`src/rtl/ex_mem_stage.sv`:
```
// Elastic EX->MEM pipeline register: valid/ready handshake, 2-entry skid buffer,
// flush, gating of side-effect controls on bubbles, saturating stall counter.
module ex_mem_stage #(
  parameter int XLEN       = 32,
  parameter int REG_ADDR_W = 5,
  parameter int CNT_W      = 16,
  parameter bit NEGEDGE    = 1'b1
) (
  input  logic                  clk,
  input  logic                  rst_n,
  input  logic                  flush,
  input  logic                  in_valid,
  output logic                  in_ready,
  input  logic                  RegWriteE,
  input  logic                  ResultSrcE,
  input  logic                  MemWriteE,
  input  logic [XLEN-1:0]       ALUResultE,
  input  logic [XLEN-1:0]       WriteDataE,
  input  logic [REG_ADDR_W-1:0] RdE,
  output logic                  out_valid,
  input  logic                  out_ready,
  output logic                  RegWriteM,
  output logic                  ResultSrcM,
  output logic                  MemWriteM,
  output logic [XLEN-1:0]       ALUResultM,
  output logic [XLEN-1:0]       WriteDataM,
  output logic [REG_ADDR_W-1:0] RdM,
  output logic [1:0]            occupancy,
  output logic [CNT_W-1:0]      stall_cnt
);

  typedef struct packed {
    logic                  reg_write;
    logic                  result_src;
    logic                  mem_write;
    logic [XLEN-1:0]       alu;
    logic [XLEN-1:0]       wdata;
    logic [REG_ADDR_W-1:0] rd;
  } beat_t;

  typedef enum logic [1:0] {EMPTY, FULL1, FULL2} state_t;

  state_t           state_q, state_d;
  beat_t            main_q, main_d, skid_q, skid_d, in_beat;
  logic [CNT_W-1:0] stall_q, stall_d;
  logic             main_valid, skid_valid, acc, con;

  assign in_beat    = '{reg_write: RegWriteE, result_src: ResultSrcE, mem_write: MemWriteE,
                        alu: ALUResultE, wdata: WriteDataE, rd: RdE};
  assign main_valid = (state_q != EMPTY);
  assign skid_valid = (state_q == FULL2);
  assign in_ready   = !skid_valid;
  assign out_valid  = main_valid;
  assign acc        = in_valid & in_ready;
  assign con        = out_valid & out_ready;

  always_comb begin
    state_d = state_q;
    main_d  = main_q;
    skid_d  = skid_q;
    stall_d = stall_q;
    case (state_q)
      EMPTY: if (acc) begin
        state_d = FULL1;
        main_d  = in_beat;
      end
      FULL1: begin
        if (acc && con) begin
          main_d = in_beat;
        end else if (acc) begin
          state_d = FULL2;
          skid_d  = in_beat;
        end else if (con) begin
          state_d = EMPTY;
        end
      end
      FULL2: if (con) begin
        state_d = FULL1;
        main_d  = skid_q;
      end
      default: state_d = EMPTY;
    endcase
    // Flush only drops occupancy; payload fields keep their last values.
    if (flush) state_d = EMPTY;
    if (out_valid && !out_ready && (stall_q != {CNT_W{1'b1}}))
      stall_d = stall_q + {{(CNT_W-1){1'b0}}, 1'b1};
  end

  generate
    if (NEGEDGE) begin : g_neg
      always_ff @(negedge clk) begin
        if (!rst_n) begin
          state_q <= EMPTY;
          main_q  <= '0;
          skid_q  <= '0;
          stall_q <= '0;
        end else begin
          state_q <= state_d;
          main_q  <= main_d;
          skid_q  <= skid_d;
          stall_q <= stall_d;
        end
      end
    end else begin : g_pos
      always_ff @(posedge clk) begin
        if (!rst_n) begin
          state_q <= EMPTY;
          main_q  <= '0;
          skid_q  <= '0;
          stall_q <= '0;
        end else begin
          state_q <= state_d;
          main_q  <= main_d;
          skid_q  <= skid_d;
          stall_q <= stall_d;
        end
      end
    end
  endgenerate

  // Side-effect controls must never fire on a bubble.
  assign RegWriteM  = main_q.reg_write & main_valid;
  assign MemWriteM  = main_q.mem_write & main_valid;
  assign ResultSrcM = main_q.result_src;
  assign ALUResultM = main_q.alu;
  assign WriteDataM = main_q.wdata;
  assign RdM        = main_q.rd;
  assign occupancy  = {1'b0, main_valid} + {1'b0, skid_valid};
  assign stall_cnt  = stall_q;

endmodule

```
`config.mk`:
```
export PLATFORM = sky130hd
export DESIGN_NAME = ex_mem_stage
export DESIGN_NICKNAME = d
export VERILOG_FILES = /design/src/rtl/ex_mem_stage.sv
export SDC_FILE = /design/constraint.sdc
export NUM_CORES = 1
export LEC_CHECK = 0
export ABC_AREA = 1
export BUFFER_PORTS_ARGS = -buffer_cell sky130_fd_sc_hd__buf_2
export CAP_MARGIN = 5
export CORE_MARGIN = 2
export CORE_UTILIZATION = 54
export CTS_CLUSTER_SIZE = 28
export DETAILED_ROUTE_END_ITERATION = 10
export PLACE_DENSITY = 0.8
export SLEW_MARGIN = 40
export SYNTH_ARGS = -nofsm -noshare
export SYNTH_HDL_FRONTEND = slang
export SYNTH_SLANG_ARGS = --single-unit
```
`constraint.sdc`:
```
create_clock -name clk -period 2.8 [get_ports clk]
set_input_delay 0.42 -clock clk [delete_from_list [all_inputs] [get_ports clk]]
set_output_delay 0.42 -clock clk [all_outputs]
set_load 0.01 [all_outputs]
```
==> metrics.txt, run 1 <==
first-pass GRT wire length 31200 um; Die Height 122 um; Worst Setup SP state_q[1]$_SDFFE_NP0P_; vias in the first global route 7077; Final Hold Fails 0; H-tree depth 4; Hold Crit Start skid_q[65]$_SDFFE_NN0P_; # fillers 1108; Site Rows 42; iteration count of the initial detailed-routing pass 5; placer congestion estimate 0.827; combinational share of power 10.3%; Slew Limit Fails 0; TritonCTS Buffers 17; fraction of layout cells with a size suffix above 1 21.1%; Final setup violation count 6; Unique masters post-synth 24; root buf cell clkbuf_16; maximum VDD drop 424 uV; design area 9400 um^2; warnings from Yosys 0; grt ovf 0; Starting Density 55.8%; Via density 5.08; Final #Nets 1371; CP Max Fanout 3; final worst setup slack -0.419 ns; Synth-to-Final Area Change 25.8%; Cell Area, Placed 8060 um^2; Sink Count 162; failing checks negative setup slack; Vias 7508; Avg WL per Cell 12.9 um; GRT Resource Usage Total 26.2%; DRC 0; Worst setup SP type register; Routed Antenna Nets 0; DRT iter0 DRCs 644; status finished, violations left; normalized max-slew margin 50.5%; Sw Share 30.6%; syn nets 1121; Clock power frac 51.2%; maximum number of pins on one net before global-route repair 86; Die Width 122 um; Setup Crit Path Kind register to output port; Post-Syn Instances 1042; critical path arrival 2.80 ns; register area share after synthesis 43.4%; clk_skew 0.0201 ns; DRT Wirelength 19100 um; internal cell power 4.48 mW; IO Count 169; PortBufs 168; post-synthesis cell area 7470 um^2; dpl hpwl 11800 um; sequential fraction of design power 38.6%; Syn Area/Cell 7.17 um^2; RSZ-0062 raised after global routing true; Max Cap Violations 0; worst endpoint required time 2.38 ns; Max clock buf depth 2; die area 14800 um^2; Min-Delay Path Class register to register; CTS tree yes; CP Capture Type output port; Leak 4.72 nW; Synth Register Bits 162; core box area 13400 um^2; clk_lat worst skew 0.46 ns; initial antenna violation count 1; clock-pin slew on the worst setup and hold paths 0.04 ns; CTS Hold Bufs 0; Switch Pwr 1.98 mW; worst r2r src state_q[1]$_SDFFE_NP0P_; PwrDens 687 nW/um^2; Hold WS 0.439 ns; Worst Max-Slew Pin Slew 0.742 ns; n_diodes 0
## metal layers
metal / vias up / share of wire [%] / GRT usage, %
li1: 3812 / - / -
met1: 3413 / 42 / 31.2
met2: 266 / 49 / 41.2
met3: 15 / 7.7 / 11.5
met4: 2 / 0.86 / 11.2
met5: - / 0.058 / 0
## cells in the final DEF, fill, tap and decap left out, types with 2 or more instances in the layout
cell type  netlist  routed
xnor2_1          3       3
buf_4           69      31
bufinv_16        0       4
dfxtp_2          0      17
xor2_1           3       3
buf_6           10      11
dfxtp_4          0       8
o21ai_0        149     149
dfxtp_1        162     137
buf_2           23     159
clkbuf_16        0      17
nor2_4           2       3
inv_1           89     250
o21ai_1          2       2
nand3_1         81      80
buf_12           0       8
inv_2            3       6
nor2_1          55      54
inv_4            0       3
a21oi_1        147     147
nand2_1        198     198
## worst paths after layout
path | end | slack (ns) | depth (start not counted)
setup / recovery | occupancy[0] | -0.42 | 6
setup reg to reg | ALUResultM[17]$_SDFFE_NN0P_ | 0.47 | 10
hold / removal | skid_q[65]$_SDFFE_NN0P_ | 0.44 | 2
hold reg to reg | skid_q[65]$_SDFFE_NN0P_ | 0.44 | 2
## Yosys cell counts, drive strengths merged
cell type,number,area share [%]
a21oi,147,9.8
a311oi,1,0.12
buf,103,10
clkbuf,36,1.8
clkinv,1,0.050
dfxtp,162,43
ha,2,0.33
inv,92,4.6
nand2,199,10
nand3,81,5.4
nand4,1,0.084
nor2,57,3.1
o21ai,153,10
or2,1,0.084
xnor2,3,0.35
xor2,3,0.35
## registers in the layout (all words and copies together) (netlist names)
register and count:
ResultSrcM 1, state_q 2, RdM 5, skid_q 72, stall_cnt 16, WriteDataM 32, main_q 2, ALUResultM 32
## cells by family after synthesis
group / share of synthesized area, %
AND/OR/NAND/NOR: 18.8
XOR/XNOR: 0.703
flip-flops: 43.4
buffers and inverters: 16.5
adder cells (fa/ha/maj): 0.335
AO/OA/AOI/OAI: 20.3
## power groups by stage
| stage | clock (mW) | sequential, mW | combinational, mW |
|---|---|---|---|
| after floorplan | 0.352 | 2.51 | 0.488 |
| after global placement | 0.352 | 2.52 | 0.635 |
| after detailed placement | 0.352 | 2.52 | 0.648 |
| after CTS | 3.37 | 2.49 | 0.658 |
| after global routing | 3.68 | 2.49 | 0.742 |
| final | 3.30 | 2.49 | 0.664 |
## repair_timing
| action | 4_1_cts | 5_1_grt |
|---|---|---|
| buffers inserted | 3 | 3 |
| pin swaps | 2 | 0 |
| setup endpoints to repair | 19 | 25 |
| resized for setup | 29 | 21 |
## area by class of cell
type | instances | area (um^2) | share of cell area [%]
timing repair buffer | 209 | 1310 | 14.0
tap | 176 | 220 | 2.34
clock buffer | 17 | 425 | 4.52
inverter | 92 | 348 | 3.70
multi-input combinational | 648 | 3040 | 32.3
sequential | 162 | 3290 | 35.0
clock inverter | 173 | 766 | 8.14
## worst max-delay path, stage by stage, from the launching register on
cell,delay (ns)
dfxtp_4,0.36
inv_2,0.05
nor2_4,0.10
inv_4,0.05
ha_4,0.25
inv_2,0.03
buf_6,0.11
## per-stage QoR
step | setup TNS [ns] | instances | setup slack (ns) | utilization [%] | power, mW
finish | -1.78 | 1477 | -0.419 | 70.2 | 6.46
global route | -2.16 | 1477 | -0.480 | 70.2 | 6.91
CTS | -1.83 | 1475 | -0.429 | 69.6 | 6.52
detailed placement | -4.34 | 1284 | -0.0769 | 60.2 | 3.52
global placement | -2.50 | 1284 | -0.0752 | 60.2 | 3.50
floorplan | -0.227 | 1042 | -0.227 | - | 3.35
(Power assumes the default switching activity.)
==> inputs of run 2 (changes only) <==
--- a/config.mk
+++ b/config.mk
@@ -14,5 +14,6 @@
 export DETAILED_ROUTE_END_ITERATION = 10
 export PLACE_DENSITY = 0.8
-export SLEW_MARGIN = 40
+export SKIP_LAST_GASP = 1
+export SLEW_MARGIN = 10
 export SYNTH_ARGS = -nofsm -noshare
 export SYNTH_HDL_FRONTEND = slang
==> constraint.sdc (replaced) <==
create_clock -name clk -period 2.8 [get_ports clk]
set_input_delay 0.14 -clock clk [delete_from_list [all_inputs] [get_ports clk]]
set_output_delay 0.14 -clock clk [all_outputs]
set_load 0.01 [all_outputs]
==> run 2 against run 1 <==
The run still ends with negative setup slack left. Total power increased by 1.9%. Design area down 1.7%. Die area stayed put. Clock-buffer cell count did not move. First-iteration DRC count is 17% lower. Combinational power is 2% lower. Clock power grew 4%. Via count up 1.3%. Clock skew up 0.011 ns.
==> metrics.txt, run 2 (synthesized netlist as in run 1, its figures left out) <==
Final Hold Fails 0 (unchanged); failing checks negative setup slack; Starting Density 55.8% (unchanged); register area 3250 um^2 (-1.4%); hold path cells 2 (unchanged); clk_lat worst skew 0.47 ns (about the same); Routed Antenna Nets 0 (unchanged); clock-pin slew on the worst setup and hold paths 0.03 ns (about the same); Max clock buf depth 2 (unchanged); first-pass GRT wire length 31500 um (+0.93%); Max Cap Violations 0 (unchanged); fraction of layout cells with a size suffix above 1 18.8% (-2.4 points); vias in the first global route 7190 (+1.6%); CP Capture Type output port; initial antenna violation count 2 (+1); Avg WL per Cell 13.4 um (+3.9%); PwrDens 712 nW/um^2 (+3.6%); Reg with most FFs skid_q; TritonCTS Buffers 17 (unchanged); number of flip-flops in the largest register 72 (unchanged); CTS Hold Bufs 0 (unchanged); worst endpoint required time 2.66 ns (+0.28 ns); GRT Resource Usage Total 26.5% (+0.34 points); Vias 7609 (+1.3%); IO Count 169 (unchanged); Post-Place Worst Slack 0.114 ns (+0.191 ns); commonest cells after routing, fill and taps aside 248 x inv_1, 198 x nand2_1, 166 x buf_2, 160 x dfxtp_1, 149 x o21ai_0; placer congestion estimate 0.829 (+0.18%); Hold Crit Start skid_q[32]$_SDFFE_NN0P_; CP Max Fanout 3 (unchanged); grt ovf 0 (unchanged); RSZ-0062 raised after global routing true; DRC 0 (unchanged); # fillers 1137 (+2.6%); Site Rows 42 (unchanged); Leak 4.65 nW (-1.5%); clk_skew 0.0313 ns (+0.0112 ns); Hold WS 0.438 ns (-0.000463 ns); status finished, violations left; final worst setup slack -0.134 ns (+0.284 ns); core box area 13400 um^2 (unchanged); Sink Count 162 (unchanged); r2r endpoint ALUResultM[9]$_SDFFE_NN0P_; r2r setup slk 0.69 ns (+0.22 ns); Final setup violation count 2 (-4); Setup Crit Path Kind register to output port; Via density 5.19 (+2.1%); Worst setup SP type register; area of the multi-input gates 3040 um^2 (unchanged); Die Width 122 um (unchanged); H-tree depth 4 (unchanged); reg2reg path depth 10 (unchanged); Tot Pwr 6.58 mW (+1.9%); die area 14800 um^2 (unchanged); Final #Nets 1356 (-1.1%); DRT Wirelength 19700 um (+3.1%); worst r2r src state_q[1]$_SDFFE_NP0P_; maximum VDD drop 538 uV (+27%); Hold EP skid_q[32]$_SDFFE_NN0P_; normalized max-slew margin 34.7% (-16 points); commonest non-fill, non-tap cell in the layout inv_1; Slew Limit Fails 0 (unchanged); Die Height 122 um (unchanged); Worst Max-Slew Pin Slew 0.979 ns (+0.236 ns); PortBufs 168 (unchanged); root buf cell clkbuf_16; maximum number of pins on one net before global-route repair 114 (+33%); CTS tree yes; dpl hpwl 11700 um (-0.82%); iteration count of the initial detailed-routing pass 5 (unchanged); Synth-to-Final Area Change 23.7%; DRT iter0 DRCs 533 (-17%); Min-Delay Path Class register to register; critical path arrival 2.79 ns (about the same)
-- run 2: changes by cell type in the layout (fill, tap and decap cells not counted), sizes merged --
cell	delta
bufinv	+1
diode	+1
inv	+2
buf	-15
clkinv	-1
clkinvlp	+1
-- run 2: critical path: stages (launching register included) --
cell and delay [ns]:
dfxtp_4 0.36, inv_2 0.04, nor2_4 0.11, inv_4 0.05, ha_4 0.25, inv_2 0.03, buf_6 0.11
-- run 2: final cells by class --
| class | count | area share, % |
|---|---|---|
| multi-input combinational | 648 | 32.8 |
| clock buffer | 17 | 4.60 |
| tap | 176 | 2.38 |
| sequential | 162 | 35.1 |
| timing repair buffer | 194 | 12.5 |
| clock inverter | 176 | 8.78 |
| inverter | 92 | 3.76 |
| antenna | 1 | 0.0271 |
-- run 2: layer usage --
layer	track usage (%)	up-vias	share of wire (%)
met5	0	-	0
met4	12.6	0	1.3
met3	11.3	27	7.6
met2	43.5	313	49
met1	29.9	3479	42
li1	-	3790	-
-- run 2: worst max-delay path by stage --
stage	cells after the start	from	endpoint
floorplan	7	state_q[1]$_SDFFE_NP0P_	occupancy[0]
global placement	9	out_ready	WriteDataM[29]$_SDFFE_NN0P_
detailed placement	6	in_valid	ALUResultM[15]$_SDFFE_NN0P_
CTS	6	state_q[1]$_SDFFE_NP0P_	occupancy[0]
global route	6	state_q[1]$_SDFFE_NP0P_	occupancy[0]
finish	6	state_q[1]$_SDFFE_NP0P_	occupancy[0]
-- run 2: where the power goes --
| group | switching (mW) | internal (mW) |
|---|---|---|
| Combinational | 0.393 | 0.255 |
| Clock | 1.55 | 1.88 |
| Sequential | 0.0584 | 2.43 |
-- run 2: per-stage QoR --
stage	instance area, um^2	utilization (%)	TNS (ns)	std cells
3_3_place_gp	7960	59.4	0	1270
2_1_floorplan	7490	-	0	1042
6_report	9250	69.0	-0.233	1466
5_1_grt	9250	69.0	-0.474	1466
3_5_place_dp	7960	59.4	0	1270
4_1_cts	9220	68.8	-0.393	1463
-- run 2: what timing repair did --
action	4_1_cts	5_1_grt
resized for setup	6	4
pin swaps	2	0
setup buffers	1	2
endpoints found under the setup margin	5	5
